## config.mk

```make
export PLATFORM = sky130hd
export DESIGN_NAME = me_frame_loader
export DESIGN_NICKNAME = d
export VERILOG_FILES = /design/src/rtl/me_frame_loader_pkg.sv /design/src/rtl/me_frame_loader.sv
export SDC_FILE = /design/constraint.sdc
export NUM_CORES = 1
export LEC_CHECK = 0
export ABC_AREA = 1
export BUFFER_PORTS_ARGS = -buffer_cell sky130_fd_sc_hd__buf_2
export CAP_MARGIN = 20
export CORE_MARGIN = 2
export CORE_UTILIZATION = 46
export CTS_BUF_LIST = sky130_fd_sc_hd__clkbuf_8
export CTS_CLUSTER_DIAMETER = 120
export DETAILED_ROUTE_END_ITERATION = 12
export PLACE_DENSITY = 0.85
export SLEW_MARGIN = 20
export SYNTH_ARGS = -nofsm -noshare
export SYNTH_HDL_FRONTEND = slang
export SYNTH_SLANG_ARGS = --single-unit
```

## constraint.sdc

```tcl
create_clock -name clk -period 1.7 [get_ports clk]
set_input_delay 0.17 -clock clk [delete_from_list [all_inputs] [get_ports clk]]
set_output_delay 0.17 -clock clk [all_outputs]
set_load 0.05 [all_outputs]
```

## src/rtl/me_frame_loader_pkg.sv

```systemverilog
// Shared types and helpers for the motion-estimation frame loader.
package me_frame_loader_pkg;

    localparam int PIX_WIDTH = 8;

    typedef enum logic [2:0] {
        ST_IDLE,
        ST_LOAD_SW,
        ST_LOAD_TB,
        ST_RUN,
        ST_RELEASE,
        ST_RESULT
    } state_t;

    // Pixel count of a square block with the given edge length.
    function automatic int unsigned block_pixels(input int unsigned edge_len);
        return edge_len * edge_len;
    endfunction

endpackage

```

## src/rtl/me_frame_loader.sv

```systemverilog
// Write-side front end for me_top: loads SW/TB memories from a byte stream,
// hands the frame to me_top, and presents the captured result on valid/ready.
module me_frame_loader
    import me_frame_loader_pkg::*;
#(
    parameter int TB_LENGTH    = 16,
    parameter int SW_LENGTH    = 64,
    parameter int PE_OUT_WIDTH = 8,
    localparam int ADDR_SW   = $clog2(block_pixels(SW_LENGTH)),
    localparam int ADDR_TB   = $clog2(block_pixels(TB_LENGTH)),
    localparam int CNT_WIDTH = $clog2(block_pixels(SW_LENGTH - TB_LENGTH + 1)),
    localparam int SAD_WIDTH = $clog2(block_pixels(TB_LENGTH)) + PE_OUT_WIDTH
) (
    input  logic                 clk,
    input  logic                 rst_n,
    input  logic                 s_valid,
    input  logic [PIX_WIDTH-1:0] s_data,
    output logic                 s_ready,
    input  logic [ADDR_SW-1:0]   me_addr_sw,
    input  logic [ADDR_TB-1:0]   me_addr_tb,
    output logic                 mem_wren_sw,
    output logic [ADDR_SW-1:0]   mem_addr_sw,
    output logic [PIX_WIDTH-1:0] mem_data_sw,
    output logic                 mem_wren_tb,
    output logic [ADDR_TB-1:0]   mem_addr_tb,
    output logic [PIX_WIDTH-1:0] mem_data_tb,
    output logic                 me_req,
    input  logic                 me_ack,
    input  logic [SAD_WIDTH-1:0] me_min_sad,
    input  logic [CNT_WIDTH-1:0] me_min_mvec,
    output logic                 res_valid,
    input  logic                 res_ready,
    output logic [SAD_WIDTH-1:0] res_sad,
    output logic [CNT_WIDTH-1:0] res_mvec
);

    localparam logic [ADDR_SW-1:0] SW_LAST = ADDR_SW'(block_pixels(SW_LENGTH) - 1);
    localparam logic [ADDR_SW-1:0] TB_LAST = ADDR_SW'(block_pixels(TB_LENGTH) - 1);

    state_t               state, state_n;
    logic [ADDR_SW-1:0]   cnt, cnt_n;
    logic                 me_req_n;
    logic                 res_valid_n;
    logic [SAD_WIDTH-1:0] res_sad_n;
    logic [CNT_WIDTH-1:0] res_mvec_n;
    logic                 accept;

    assign s_ready = (state == ST_LOAD_SW) || (state == ST_LOAD_TB);
    assign accept  = s_valid && s_ready;

    // State, load counter and result registers.
    always_ff @(posedge clk or negedge rst_n) begin
        if (!rst_n) begin
            state     <= ST_IDLE;
            cnt       <= '0;
            me_req    <= 1'b0;
            res_valid <= 1'b0;
            res_sad   <= '0;
            res_mvec  <= '0;
        end else begin
            state     <= state_n;
            cnt       <= cnt_n;
            me_req    <= me_req_n;
            res_valid <= res_valid_n;
            res_sad   <= res_sad_n;
            res_mvec  <= res_mvec_n;
        end
    end

    // Next-state logic: frame load, me_top handshake, result handoff.
    always_comb begin
        state_n     = state;
        cnt_n       = cnt;
        me_req_n    = me_req;
        res_valid_n = res_valid;
        res_sad_n   = res_sad;
        res_mvec_n  = res_mvec;
        case (state)
            ST_IDLE: state_n = ST_LOAD_SW;
            ST_LOAD_SW: begin
                if (accept) begin
                    if (cnt == SW_LAST) begin
                        cnt_n   = '0;
                        state_n = ST_LOAD_TB;
                    end else begin
                        cnt_n = cnt + 1'b1;
                    end
                end
            end
            ST_LOAD_TB: begin
                if (accept) begin
                    if (cnt == TB_LAST) begin
                        cnt_n    = '0;
                        me_req_n = 1'b1;
                        state_n  = ST_RUN;
                    end else begin
                        cnt_n = cnt + 1'b1;
                    end
                end
            end
            ST_RUN: begin
                if (me_ack) begin
                    res_sad_n  = me_min_sad;
                    res_mvec_n = me_min_mvec;
                    me_req_n   = 1'b0;
                    state_n    = ST_RELEASE;
                end
            end
            ST_RELEASE: begin
                if (!me_ack) begin
                    res_valid_n = 1'b1;
                    state_n     = ST_RESULT;
                end
            end
            ST_RESULT: begin
                if (res_ready) begin
                    res_valid_n = 1'b0;
                    state_n     = ST_LOAD_SW;
                end
            end
            default: state_n = ST_IDLE;
        endcase
    end

    // Memory port mux: stream writes while loading, me_top reads otherwise.
    always_comb begin
        mem_wren_sw = (state == ST_LOAD_SW) && accept;
        mem_addr_sw = (state == ST_LOAD_SW) ? cnt : me_addr_sw;
        mem_data_sw = (state == ST_LOAD_SW) ? s_data : '0;
        mem_wren_tb = (state == ST_LOAD_TB) && accept;
        mem_addr_tb = (state == ST_LOAD_TB) ? cnt[ADDR_TB-1:0] : me_addr_tb;
        mem_data_tb = (state == ST_LOAD_TB) ? s_data : '0;
    end

endmodule

```

==> results.json, run 1 <==
{
  "fp.dieH_um": 76.8,
  "yosys_warnings": 0,
  "design_area_um2": 3690,
  "max_slew_margin_pct": 62.8,
  "synth_top_area_share_pct": 46.2,
  "via_count": 2722,
  "root_buffer": "clkbuf_8",
  "rsz0062_at_grt": "yes",
  "ys_async_sr_fraction_pct": 100,
  "setup_viol": 0,
  "status": "finished, final reports clean",
  "worst_slack_ps": 3.62,
  "io_buffers": 129,
  "use_met2_pct": 40.1,
  "ant_nets": 0,
  "vdd_drop_max_uv": 1360,
  "cap_violations": 0,
  "pwr_density_cell_nw_per_um2": 2170,
  "yosysMostFrequentCell": "nand2_1",
  "synth_cell_types": 24,
  "leakagePower_nw": 2.11,
  "netlist_instances": 339,
  "critPathMaxStageDelay_ps": 470,
  "clk_path_buf_depth": 2,
  "syn-mean-instance-area_um2": 7.19,
  "grtUsageTotal_pct": 23.6,
  "grt_max_degree": 46,
  "clkLatencyLatePin_ps": 300,
  "p_total_w": 0.00802,
  "max_freq_ghz": 0.589,
  "syn_area_um2": 2440,
  "viasPerCell": 4.96,
  "grt_remaining_overflow": 0,
  "hold_violations": 0,
  "placed_area_um2": 3210,
  "ioPinCount": 130,
  "grt_pass1_vias": 2596,
  "use_met3_pct": 5.41,
  "die_area_um2": 5900,
  "grt_pass1_wl_mm": 11.4,
  "place_congestion": 0.915,
  "ys_seq_elements": 45,
  "path_clk_slew_ps": 80,
  "start_util_pct": 47.7,
  "drtIter0Drc": 81,
  "area_growth_pct": 51.2,
  "row_count": 26,
  "first_pass_iters": 5,
  "cts_sinks": 45,
  "top_usage_layer": "met2",
  "cts_buffers": 5,
  "yosysSeqAreaShare_pct": 46.2,
  "antenna_found_initial": 0,
  "cp_max_fo": 12,
  "critPathSlowestCell": "dfrtp_2",
  "synth_common_cells": "nand2_1 (139), dfrtp_1 (45), nor2_1 (34)",
  "cts_tree": "built",
  "worstPathCellList": "inv_4 > nand3_4 > clkbuf_16 > o21ai_2 > buf_6",
  "holdWs_ps": 72.3,
  "fp.dieW_um": 76.8,
  "grt_use_met1_pct": 30.1,
  "hold_class": "in -> reg",
  "synthesis.nets": 401,
  "layout-drive-gt1-share_pct": 41.8,
  "critPathBufInv": 3,
  "synth_area_leader_cell": "dfrtp_1",
  "core-area_um2": 5110,
  "cp_top_family": "buffers and inverters",
  "crit_type": "reg -> out",
  "antenna_cells": 0,
  "drc": 0,
  "synth-edff-count": 0,
  "wl_per_cell_um": 13.2,
  "dp_slack_ps": 165,
  "worst_slew_pin_slew_ps": 559,
  "cp-end-kind": "output port",
  "drt_wl_total_mm": 7.22,
  "final_nets": 540,
  "fin_crit_ps": 1700,
  "cp.required_ps": 1530,
  "start_kind": "register",
  "place_hpwl_mm": 4.94,
  "ys.flop_type": "dfrtp_1",
  "finClkSkew_ps": 4.53,
  "worstPathArrival_ps": 1530,
  "synthTopCellsByArea": "dfrtp_1 (46%), nand2_1 (21%), nor2_1 (5.2%), inv_1 (5.1%), o21ai_0 (4.9%)",
  "min_period_over_period_pct": 99.8,
  "htreeDepth": 2,
  "slew_viol_final": 0
}
flip-flops by register name, summed over array words and instances, names as in the netlist:
| signal | flops |
|---|---|
| state | 3 |
| me_req | 1 |
| res_mvec | 12 |
| res_sad | 16 |
| res_valid | 1 |
| cnt | 12 |
worst reg2reg max path, delay by kind of cell, from the launching register on:
family	cells	cell delay [ps]
buf+inv	2	270
xor+xnor	1	150
flops	1	470
simple gates	5	570
cell type report:
class,count,area [um2]
Tap cell,70,87.6
Multi-Input combinational cell,245,1210
Fill cell,383,1420
Inverter,38,148
Clock inverter,2,37.5
Sequential cell,45,1130
Clock buffer,6,82.6
Timing Repair Buffer,143,992
cell usage in the layout, fill, tap and decap left out, types with 13 or more instances in the layout:
master | netlist | layout
buf_4 | 2 | 17
o21ai_2 | 0 | 16
nor2_2 | 4 | 13
nor2_1 | 34 | 25
nand2_1 | 139 | 137
buf_2 | 3 | 92
buf_6 | 1 | 23
nand3_1 | 16 | 16
dfrtp_1 | 45 | 42
inv_1 | 33 | 32
path summary, 6_finish.rpt:
path	from	end	slack, ps	depth (start not counted)
setup reg to reg	state[1]	cnt[10]	130	8
min in group asynchronous	rst_n	cnt[0]	480	3
setup / recovery	state[1]	mem_addr_sw[2]	4	5
max in group asynchronous	rst_n	state[1]	820	3
hold / removal	me_min_sad[3]	res_sad[3]	70	3
hold reg to reg	res_sad[4]	res_sad[4]	470	2
per-layer routing:
metal  routed length, um  part of all wire [%]  vias up
li1                    -                     -     1326
met1                3130                    43     1242
met2                3380                    47      143
met5                   0                     0        -
met4                 102                   1.4        0
met3                 612                   8.5       11
through the flow:
step | instances | util [%] | setup TNS, ps
floorplan | 339 | - | -3510
global placement | 533 | 62.9 | 0
detailed placement | 533 | 62.9 | 0
CTS | 543 | 67.4 | 0
global route | 549 | 72.2 | -590
finish | 549 | 72.2 | 0
power by group:
| part | internal [W] | switching (W) |
|---|---|---|
| clock | 0.000478 | 0.000362 |
| combinational | 0.00152 | 0.00380 |
| sequential | 0.00154 | 0.000318 |
| total | 0.00354 | 0.00448 |
logic make-up after synthesis:
logic type               share of synthesized area [%]
flip-flops                                        46.2
AND/OR/NAND/NOR                                   35.8
XOR/XNOR                                          2.15
AO/OA/AOI/OAI                                     6.98
buffers and inverters                             8.41
adder cells (fa/ha/maj)                          0.513
timing repair:
item | in CTS | in global routing
buffers inserted | 1 | 4
cloned | 0 | 2
setup endpoints to repair | 36 | 42
resized for setup | 33 | 59
hold buffers | 1 | 0
hold endpoints to repair | 45 | 0
Note: power is estimated with default switching activity, not from simulation.
==> run 2: changes to the inputs <==
--- a/config.mk
+++ b/config.mk
@@ -8,12 +8,14 @@
 export ABC_AREA = 1
 export BUFFER_PORTS_ARGS = -buffer_cell sky130_fd_sc_hd__buf_2
 export CAP_MARGIN = 20
+export CORE_ASPECT_RATIO = 2
 export CORE_MARGIN = 2
 export CORE_UTILIZATION = 46
 export CTS_BUF_LIST = sky130_fd_sc_hd__clkbuf_8
 export CTS_CLUSTER_DIAMETER = 120
 export DETAILED_ROUTE_END_ITERATION = 12
 export PLACE_DENSITY = 0.85
+export SETUP_SLACK_MARGIN = 0.15
 export SLEW_MARGIN = 20
 export SYNTH_ARGS = -nofsm -noshare
 export SYNTH_HDL_FRONTEND = slang
==> run 2 against run 1 <==
  * The run now ends with setup timing left
  * Clock power is 6.8% lower
  * Critical path type unchanged
  * Critical path depth stayed put
  * Utilization is 10 points higher
  * Power is 12% higher
  * Global-route usage is 4.4 points higher
==> results.json, run 2 (synthesis gave the netlist of run 1 again) <==
{
  "row_count": 37,
  "layout_commonest_cell": "nand2_1",
  "rsz0062_at_grt": "yes",
  "crit_type": "reg -> out",
  "grt_pass1_wl_mm": 13.1,
  "largest_register_ffs": 16,
  "path_clk_slew_ps": 80,
  "start_kind": "register",
  "design_area_um2": 4240,
  "fin_crit_ps": 1770,
  "area_growth_pct": 74.0,
  "fp.dieW_um": 55.5,
  "fp.dieH_um": 107,
  "min_period_over_period_pct": 104,
  "htreeDepth": 2,
  "io_buffers": 129,
  "place_congestion": 0.944,
  "clk_path_buf_depth": 2,
  "placed_area_um2": 3480,
  "hold_class": "in -> reg",
  "drt_wl_total_mm": 9.29,
  "max_freq_ghz": 0.564,
  "critPathMaxStageDelay_ps": 450,
  "first_pass_iters": 5,
  "start_util_pct": 47.5,
  "layout-drive-gt1-share_pct": 49.6,
  "grt_remaining_overflow": 0,
  "cts_tree": "built",
  "hold_violations": 0,
  "dpl.cell_count": 525,
  "slew_viol_final": 0,
  "ant_nets": 0,
  "clkLatencyLatePin_ps": 300,
  "cp.required_ps": 1530,
  "worstPathCellList": "inv_2 > nand3_4 > buf_12 > o21ai_4 > buf_6",
  "via_count": 2879,
  "vdd_drop_max_uv": 1490,
  "status": "complete, but fails checks",
  "viasPerCell": 5.27,
  "antenna_cells": 0,
  "pwr_density_cell_nw_per_um2": 2120,
  "die_area_um2": 5940,
  "dp_slack_ps": 93.5,
  "drc": 0,
  "drtIter0Drc": 232,
  "worst_slack_ps": -74.2,
  "finClkSkew_ps": 4.90,
  "core-area_um2": 5140,
  "regMostFlops": "res_sad",
  "setup_viol": 34,
  "max_slew_margin_pct": 60.8,
  "final_cells": 546,
  "final_cell_mix": "nand2_1 (119), buf_2 (90), dfrtp_1 (43), inv_1 (32), buf_6 (30)",
  "leakagePower_nw": 2.25,
  "holdWs_ps": 66.0,
  "cts_buffers": 5,
  "root_buffer": "clkbuf_8",
  "worstPathArrival_ps": 1600,
  "grt_pass1_vias": 3010,
  "cp-end-kind": "output port",
  "violations": "setup timing",
  "grtUsageTotal_pct": 28.1,
  "cp_max_fo": 8,
  "antenna_found_initial": 0,
  "post-route-util_pct": 82.6,
  "wl_per_cell_um": 17.0,
  "cts_sinks": 45,
  "final_nets": 550,
  "worst_slew_pin_slew_ps": 588,
  "critPathSlowestCell": "dfrtp_2",
  "grt_max_degree": 46,
  "place_hpwl_mm": 5.44,
  "reg_top3": "res_sad (16), cnt (12), res_mvec (12)",
  "cap_violations": 0,
  "ioPinCount": 130
}
## run 2: changes by cell type in the layout (fill, tap and decap cells not counted), sizes merged
cell      change
buf          +16
clkbuf        -7
clkinv        +1
clkinvlp      -1
## run 2: area by class of cell
cell class              count  area [um2]
inverters                  38         148
well taps                  58        72.6
flip-flops and latches     45        1130
clock buffers               5        68.8
multi-input cells         245        1530
fillers                   300         895
repair buffers            153        1260
clock inverters             2        35.0
## run 2: stage by stage
stage,power (W),setup TNS (ps)
after CTS,0.00849,-1.40
after detailed placement,0.00695,0
final,0.00902,-1390
after global routing,0.00939,-2510
after global placement,0.00683,0
after floorplan,0.00574,-597
## run 2: report_power, final
group | total, W | internal, W | switching [W]
clock network | 0.000782 | 0.000427 | 0.000355
registers | 0.00187 | 0.00154 | 0.000325
logic | 0.00637 | 0.00202 | 0.00435
## run 2: what timing repair did
| item | CTS | global route |
|---|---|---|
| gates resized for setup | 105 | 44 |
| setup buffers | 7 | 2 |
| hold buffers | 1 | 0 |
| pin swaps | 3 | 3 |
| gates cloned | 2 | 2 |
| endpoints found under the setup margin | 39 | 81 |
| hold endpoints to repair | 45 | 0 |
## run 2: worst paths after layout
check / startpoint / end / slack (ps) / cells past startpoint
max: state[0] / mem_addr_tb[7] / -70 / 5
min: me_min_sad[8] / res_sad[8] / 70 / 3
max reg2reg: state[1] / cnt[7] / -20 / 9
min reg2reg: res_mvec[9] / res_mvec[9] / 470 / 2
max in group asynchronous: rst_n / state[0] / 790 / 3
min in group asynchronous: rst_n / res_mvec[1] / 470 / 3
## run 2: routing by layer
layer	up-vias	wire (um)	GRT usage, %
li1	1336	-	-
met1	1311	2990	26.0
met2	198	5230	52.9
met3	34	653	5.55
met4	0	412	19.3
met5	-	0	0
## run 2: worst max-delay path, delay by kind of cell (launching register included)
family,cells,cell delay [ps]
compound gates,1,150
buf+inv,3,500
flops,1,450
simple gates,1,190
